File: config.mk
export PLATFORM = sky130hd
export DESIGN_NAME = ula_rpn_stack_flat
export DESIGN_NICKNAME = d
export VERILOG_FILES = /design/src/rtl/ula_rpn_stack_if.sv /design/src/rtl/ula_rpn_stack.sv /design/src/flat_wrapper.sv
export SDC_FILE = /design/constraint.sdc
export NUM_CORES = 1
export LEC_CHECK = 0
export CELL_PAD_IN_SITES_DETAIL_PLACEMENT = 2
export CELL_PAD_IN_SITES_GLOBAL_PLACEMENT = 2
export CORE_MARGIN = 2
export CORE_UTILIZATION = 38
export CTS_CLUSTER_SIZE = 8
export DETAILED_ROUTE_END_ITERATION = 10
export PLACE_DENSITY = 0.89
export RECOVER_POWER = 100
export SLEW_MARGIN = 20
export SYNTH_ARGS = -nofsm -noshare
export SYNTH_HDL_FRONTEND = slang
export SYNTH_SLANG_ARGS = --single-unit
File: constraint.sdc
create_clock -name clk -period 4.8 [get_ports clk]
set_input_delay 1.44 -clock clk [delete_from_list [all_inputs] [get_ports clk]]
set_output_delay 1.44 -clock clk [all_outputs]
set_load 0.05 [all_outputs]
File: src/rtl/ula_rpn_stack_if.sv
// Request/response bundle for the RPN stack ALU.
interface ula_rpn_stack_if #(
  parameter int WIDTH = 8,
  parameter int DEPTH = 4
) ();
  localparam int CW = $clog2(DEPTH + 1);

  logic             push_valid;
  logic [WIDTH-1:0] push_data;
  logic             op_valid;
  logic [2:0]       op_sel;
  logic             cin;
  logic             busy;
  logic             done;
  logic [WIDTH-1:0] top;
  logic [WIDTH-1:0] rem;
  logic [CW-1:0]    count;
  logic [4:0]       flags;

  modport master (
    output push_valid, push_data,
    output op_valid, op_sel, cin,
    input  busy, done, top, rem,
    input  count, flags
  );

  modport slave (
    input  push_valid, push_data,
    input  op_valid, op_sel, cin,
    output busy, done, top, rem,
    output count, flags
  );
endinterface

File: src/rtl/ula_rpn_stack.sv
// RPN stack ALU: LIFO operand stack, single-cycle ops, serial divide.
// Define ULA_RPN_MUL_EN to build the multiplier.
module ula_rpn_stack #(
  parameter int WIDTH = 8,
  parameter int DEPTH = 4
) (
  input logic            clk,
  input logic            rst_n,
  ula_rpn_stack_if.slave bus
);
  localparam int CW = $clog2(DEPTH + 1);
  localparam int IW = $clog2(DEPTH);
  localparam int SW = $clog2(WIDTH);

  localparam logic [2:0] OP_ADD = 3'd0;
  localparam logic [2:0] OP_SUB = 3'd1;
  localparam logic [2:0] OP_MUL = 3'd2;
  localparam logic [2:0] OP_DIV = 3'd3;
  localparam logic [2:0] OP_AND = 3'd4;
  localparam logic [2:0] OP_OR  = 3'd5;
  localparam logic [2:0] OP_XOR = 3'd6;
  localparam logic [2:0] OP_NOT = 3'd7;

  typedef enum logic [1:0] {
    IDLE,
    DIV,
    WB
  } state_t;

  state_t st, st_n;

  logic [WIDTH-1:0] stk [DEPTH];
  logic [CW-1:0]    cnt;
  logic [WIDTH-1:0] rem_q;
  logic [4:0]       flg;
  logic             done_q;
  logic             drop_q;

  logic [WIDTH-1:0] dq, dr, dd;
  logic [SW-1:0]    step;

  logic [IW-1:0]    ti, ni, pi;
  logic [WIDTH-1:0] a, b, res;
  logic [WIDTH:0]   sum, dif;
  logic             cf, vf;
  logic             need2, short;
  logic             divz, nomul, bad;
  logic             is_div, last;

  logic [WIDTH:0]   trial;
  logic             ge;
  logic [WIDTH-1:0] rn, qn;

  assign ti = IW'(cnt - CW'(1));
  assign ni = IW'(cnt - CW'(2));
  assign pi = IW'(cnt);

  assign a = stk[ni];
  assign b = stk[ti];

  assign sum = {1'b0, a} + {1'b0, b}
             + {{WIDTH{1'b0}}, bus.cin};
  assign dif = {1'b0, a} - {1'b0, b}
             - {{WIDTH{1'b0}}, bus.cin};

`ifdef ULA_RPN_MUL_EN
  logic [2*WIDTH-1:0] prod;
  assign prod = {{WIDTH{1'b0}}, a}
              * {{WIDTH{1'b0}}, b};
  assign nomul = 1'b0;
`else
  assign nomul = (bus.op_sel == OP_MUL);
`endif

  always_comb begin
    res = '0;
    cf  = 1'b0;
    vf  = 1'b0;
    unique case (bus.op_sel)
      OP_ADD: begin
        res = sum[WIDTH-1:0];
        cf  = sum[WIDTH];
        vf  = (a[WIDTH-1] == b[WIDTH-1])
           && (sum[WIDTH-1] != a[WIDTH-1]);
      end
      OP_SUB: begin
        res = dif[WIDTH-1:0];
        cf  = dif[WIDTH];
        vf  = (a[WIDTH-1] != b[WIDTH-1])
           && (dif[WIDTH-1] != a[WIDTH-1]);
      end
      OP_MUL: begin
`ifdef ULA_RPN_MUL_EN
        res = prod[WIDTH-1:0];
        vf  = |prod[2*WIDTH-1:WIDTH];
`endif
      end
      OP_AND: res = a & b;
      OP_OR:  res = a | b;
      OP_XOR: res = a ^ b;
      OP_NOT: res = ~b;
      default: res = '0;
    endcase
  end

  assign need2  = (bus.op_sel != OP_NOT);
  assign short  = need2 ? (cnt < CW'(2))
                        : (cnt == '0);
  assign is_div = (bus.op_sel == OP_DIV);
  assign divz   = is_div && (b == '0);
  assign bad    = short || divz || nomul;

  // One restoring step: shift in next dividend bit, trial-subtract.
  assign trial = {dr, dq[WIDTH-1]};
  assign ge    = (trial >= {1'b0, dd});
  assign rn    = ge ? WIDTH'(trial - {1'b0, dd})
                    : trial[WIDTH-1:0];
  assign qn    = {dq[WIDTH-2:0], ge};
  assign last  = (step == SW'(WIDTH - 1));

  always_ff @(posedge clk or negedge rst_n) begin
    if (!rst_n) st <= IDLE;
    else        st <= st_n;
  end

  always_comb begin
    st_n = st;
    unique case (st)
      IDLE: begin
        if (bus.op_valid && is_div && !bad)
          st_n = DIV;
      end
      DIV: begin
        if (last) st_n = WB;
      end
      WB:      st_n = IDLE;
      default: st_n = IDLE;
    endcase
  end

  always_ff @(posedge clk or negedge rst_n) begin
    if (!rst_n) begin
      for (int i = 0; i < DEPTH; i++)
        stk[i] <= '0;
      cnt    <= '0;
      rem_q  <= '0;
      flg    <= '0;
      done_q <= 1'b0;
      drop_q <= 1'b0;
      dq     <= '0;
      dr     <= '0;
      dd     <= '0;
      step   <= '0;
    end else begin
      done_q <= 1'b0;
      unique case (st)
        IDLE: begin
          if (bus.op_valid) begin
            if (bad) begin
              flg    <= 5'b01000;
              done_q <= 1'b1;
            end else if (is_div) begin
              dq     <= a;
              dd     <= b;
              dr     <= '0;
              step   <= '0;
              drop_q <= bus.push_valid;
            end else begin
              if (need2) begin
                stk[ni] <= res;
                cnt     <= cnt - CW'(1);
              end else begin
                stk[ti] <= res;
              end
              flg <= {1'b0, bus.push_valid,
                      !bus.push_valid && (res == '0),
                      vf, cf};
              done_q <= 1'b1;
            end
          end else if (bus.push_valid) begin
            if (cnt == CW'(DEPTH)) begin
              flg[3] <= 1'b1;
              flg[2] <= 1'b0;
            end else begin
              stk[pi] <= bus.push_data;
              cnt     <= cnt + CW'(1);
              flg[3]  <= 1'b0;
            end
            done_q <= 1'b1;
          end
        end
        DIV: begin
          dr   <= rn;
          dq   <= qn;
          step <= step + SW'(1);
          if (last) begin
            stk[ni] <= qn;
            cnt     <= cnt - CW'(1);
            rem_q   <= rn;
            flg     <= {rn != '0, drop_q,
                        !drop_q && (qn == '0),
                        2'b00};
            done_q  <= 1'b1;
          end
        end
        default: ;
      endcase
    end
  end

  assign bus.busy  = (st != IDLE);
  assign bus.done  = done_q;
  assign bus.top   = (cnt == '0) ? '0 : stk[ti];
  assign bus.rem   = rem_q;
  assign bus.count = cnt;
  assign bus.flags = flg;
endmodule

File: src/flat_wrapper.sv
// flat-port wrapper written by rule: the top's interface ports become plain ports
module ula_rpn_stack_flat 
#(
  parameter int WIDTH = 8,
  parameter int DEPTH = 4
)
  (clk, rst_n, bus_push_valid, bus_push_data, bus_op_valid, bus_op_sel, bus_cin, bus_busy, bus_done, bus_top, bus_rem, bus_count, bus_flags);
  ula_rpn_stack_if #(.WIDTH(WIDTH), .DEPTH(DEPTH)) bus_i ();
  input logic clk;
  input logic rst_n;
  input wire logic [$bits(bus_i.push_valid)-1:0] bus_push_valid;
  input wire logic [$bits(bus_i.push_data)-1:0] bus_push_data;
  input wire logic [$bits(bus_i.op_valid)-1:0] bus_op_valid;
  input wire logic [$bits(bus_i.op_sel)-1:0] bus_op_sel;
  input wire logic [$bits(bus_i.cin)-1:0] bus_cin;
  output wire logic [$bits(bus_i.busy)-1:0] bus_busy;
  output wire logic [$bits(bus_i.done)-1:0] bus_done;
  output wire logic [$bits(bus_i.top)-1:0] bus_top;
  output wire logic [$bits(bus_i.rem)-1:0] bus_rem;
  output wire logic [$bits(bus_i.count)-1:0] bus_count;
  output wire logic [$bits(bus_i.flags)-1:0] bus_flags;
  assign bus_i.push_valid = bus_push_valid;
  assign bus_i.push_data = bus_push_data;
  assign bus_i.op_valid = bus_op_valid;
  assign bus_i.op_sel = bus_op_sel;
  assign bus_i.cin = bus_cin;
  assign bus_busy = bus_i.busy;
  assign bus_done = bus_i.done;
  assign bus_top = bus_i.top;
  assign bus_rem = bus_i.rem;
  assign bus_count = bus_i.count;
  assign bus_flags = bus_i.flags;
  ula_rpn_stack #(.WIDTH(WIDTH), .DEPTH(DEPTH)) u_core (.clk(clk), .rst_n(rst_n), .bus(bus_i));
endmodule
==> flow_summary.yaml <==
detailed_routing:
  first_pass_iters: 7
  drc_errors: 0
  wl_met3_um: 1660
  vias_per_cell: 6.31
  wl_met1_um: 11000
  route.met2.wl_um: 12700
  top_layer_used: "met4"
  wl_um: 26000
  vias: 6177
  drtIter0Drc: 585
  drt.antenna.violating_nets: 0
  wire_per_inst_um: 26.6
logic_synthesis:
  synth_area_mm2: 0.00640
  netlist_instances: 718
  synth_nets: 783
  yosysWarnings: 0
  yosysMostFrequentCell: "nand2_1"
  syn_avg_cell_area_um2: 8.92
  synthFlopType: "dfrtp_1"
  netlist-cell-type-count: 79
  yosysTopAreaCell: "dfrtp_1"
  yosysTopAreaCellShare: 0.309
  synth_area_leaders: "dfrtp_1, ha_1, nand2_1"
  synth_common_cells: "nand2_1, dfrtp_1, o21ai_0"
  synthArstFlopShare: 1.00
  ys_ff_latch: 79
  synth_edf_count: 0
  seq_area_frac_synth: 0.309
clock_tree:
  clk_latency_ns: 0.35
  cts_made_buffers: 9
  htreeDepth: 3
  cts_buffer_depth: 2
  cts-root-buf: "clkbuf_16"
  path_clk_slew_ns: 0.06
  cts_setup_buffers: 0
  post_cts_resized: 0
  cts_sinks: 79
  cts_hold_buf: 0
  tritoncts: "yes"
grt:
  track_usage: 0.298
  grt_start_max_net_pins: 80
  grt_pass1_vias: 6962
  grt_pass1_wl_um: 40700
  globalRouteOverflowTotal: 0
  antenna_found_initial: 0
floorplan:
  core_mm2: 0.0165
  rows: 47
  dieArea_mm2: 0.0179
  chipWidth_um: 134
  start_util: 0.387
  die_h_um: 134
  ioPinCount: 42
setup_path:
  r2r_setup_slack_ns: 0.32
  cp.buffers_inverters: 2
  crit_fanout: 20
  crit_path_max_incr_delay_ns: 0.81
  r2r-start: "u_core.bus.count[1]"
  end_kind: "flop"
  cp_top_family: "compound AO/OA/AOI/OAI gates"
  cp-startpoint: "bus_op_sel[1]"
  worstSetupPathType: "in2reg"
  startpoint_type: "input pin"
  worst_path_max_delay_cell: "dlygate4sd3_1"
  worstPathCellList: "dlygate4sd3_1 > clkbuf_2 > nand3_1 > nor3_1 > a41o_1 > a211o_1 > mux2_1"
  cp.required_ns: 5.03
  cp_data_arrival_time_ns: 4.89
sta:
  setup_tns_ns: 0
  hold_violations: 0
  fmax_ghz: 0.215
  setup_viol: 0
  relSlewSlack: -0.369
  whs_ns: 0.482
  slew_viol_final: 80
  fin_crit_ns: 4.66
  rsz0062_at_grt: "no"
  worstMarginPinSlew_ns: 2.05
  min_period_over_period: 0.970
  clock_skew_ns: 0.00800
hold_path:
  hold_class: "reg2reg"
  min_from: "u_core.bus.flags[4]"
layout:
  fin_cells: 979
  final_nets: 820
  drive_gt1_frac: 0.0935
  stdcell_area_mm2: 0.00726
  antenna_cells: 0
  syn2layout_area_growth_pct: 13.4
placed_design:
  gp_routability_congestion: 0.915
  port_buffers: 41
  placed_area_mm2: 0.00709
  hpwl_um: 19200
  place_inst: 964
outcome:
  violations: "capacitance limit, slew limit"
  status: "finished, violations left"
flow_run:
  max-cap-violations: 1
[worst reg2reg max path: cells and delay by family, from the launching register on]
kind,cells,cell delay [ns]
multiplexers,1,0.48
flip-flops,1,0.36
AO/OA/AOI/OAI,5,1.08
adder cells (fa/ha/maj),3,1.32
AND/OR/NAND/NOR,2,0.77
buffers and inverters,2,0.32
[per-stage QoR]
| stage | setup slack (ns) | utilization |
|---|---|---|
| floorplan | 0.672 | - |
| CTS | 0.310 | 0.447 |
| finish | 0.145 | 0.439 |
| detailed placement | -0.0266 | 0.429 |
| global route | 0.0808 | 0.439 |
| global placement | 0.129 | 0.429 |
[kinds of logic (layout without fill, tap and decap cells)]
logic type,after synthesis,count (layout),share of synthesized area
muxes,50,50,0.111
AOI/OAI and AO/OA,211,211,0.222
xor gates and xnor gates,15,15,0.0205
and+or+nand+nor,223,223,0.174
adders and majority gates,49,49,0.102
buffers and inverters,91,132,0.0618
DFF,79,79,0.309
[registers in the layout (all words and copies together) (netlist names)]
| signal | flops |
|---|---|
| u_core.stk | 32 |
| u_core.dd | 8 |
| u_core.bus.rem | 8 |
| u_core.bus.count | 3 |
| u_core.bus.done | 1 |
| u_core.step | 3 |
| u_core.dr | 8 |
| u_core.st | 2 |
| u_core.drop_q | 1 |
| u_core.dq | 8 |
| u_core.bus.flags | 5 |
[layout by cell type (no fill, tap or decap), types with 7 or more instances in the layout]
cell type | synthesis | final
mux2_2 | 11 | 10
nor2_1 | 30 | 31
nor3_1 | 17 | 18
clkbuf_16 | 0 | 9
nor2b_1 | 15 | 15
dlygate4sd3_1 | 0 | 20
xnor2_1 | 9 | 9
nand2_1 | 90 | 90
inv_1 | 48 | 48
buf_4 | 7 | 19
a211oi_1 | 10 | 10
nand2b_1 | 7 | 7
clkdlybuf4s50_1 | 0 | 12
or3_1 | 8 | 8
ha_1 | 44 | 44
a221oi_1 | 9 | 9
mux2i_1 | 19 | 19
a21oi_1 | 34 | 34
clkbuf_1 | 27 | 12
a222oi_1 | 20 | 20
o21ai_0 | 61 | 78
mux4_2 | 11 | 11
dfrtp_1 | 79 | 79
nand3_1 | 13 | 13
[per-layer routing]
| metal | vias up | global-route usage |
|---|---|---|
| met2 | 223 | 0.501 |
| met4 | 0 | 0.121 |
| met5 | - | 0 |
| met1 | 3170 | 0.372 |
| met3 | 58 | 0.0676 |
| li1 | 2726 | - |
[final cells by class]
type / count / area [um2]
flip-flops and latches: 79 / 1980
well taps: 220 / 275
clock inverters: 5 / 56.3
repair buffers: 67 / 528
multi-input cells: 548 / 3990
fillers: 1821 / 9270
inverters: 50 / 188
clock buffers: 10 / 239
[final timing paths]
check,end,cells past startpoint
setup / recovery,u_core.stk[0],7
hold / removal,u_core.bus.flags[4],2
setup reg to reg,u_core.stk[12],13
hold reg to reg,u_core.bus.flags[4],2
max in group asynchronous,u_core.stk[3],1
min in group asynchronous,u_core.bus.rem[6],1
Power is not shown: default switching activity piles up to over one toggle a cycle in this logic, so the estimate is an artifact.
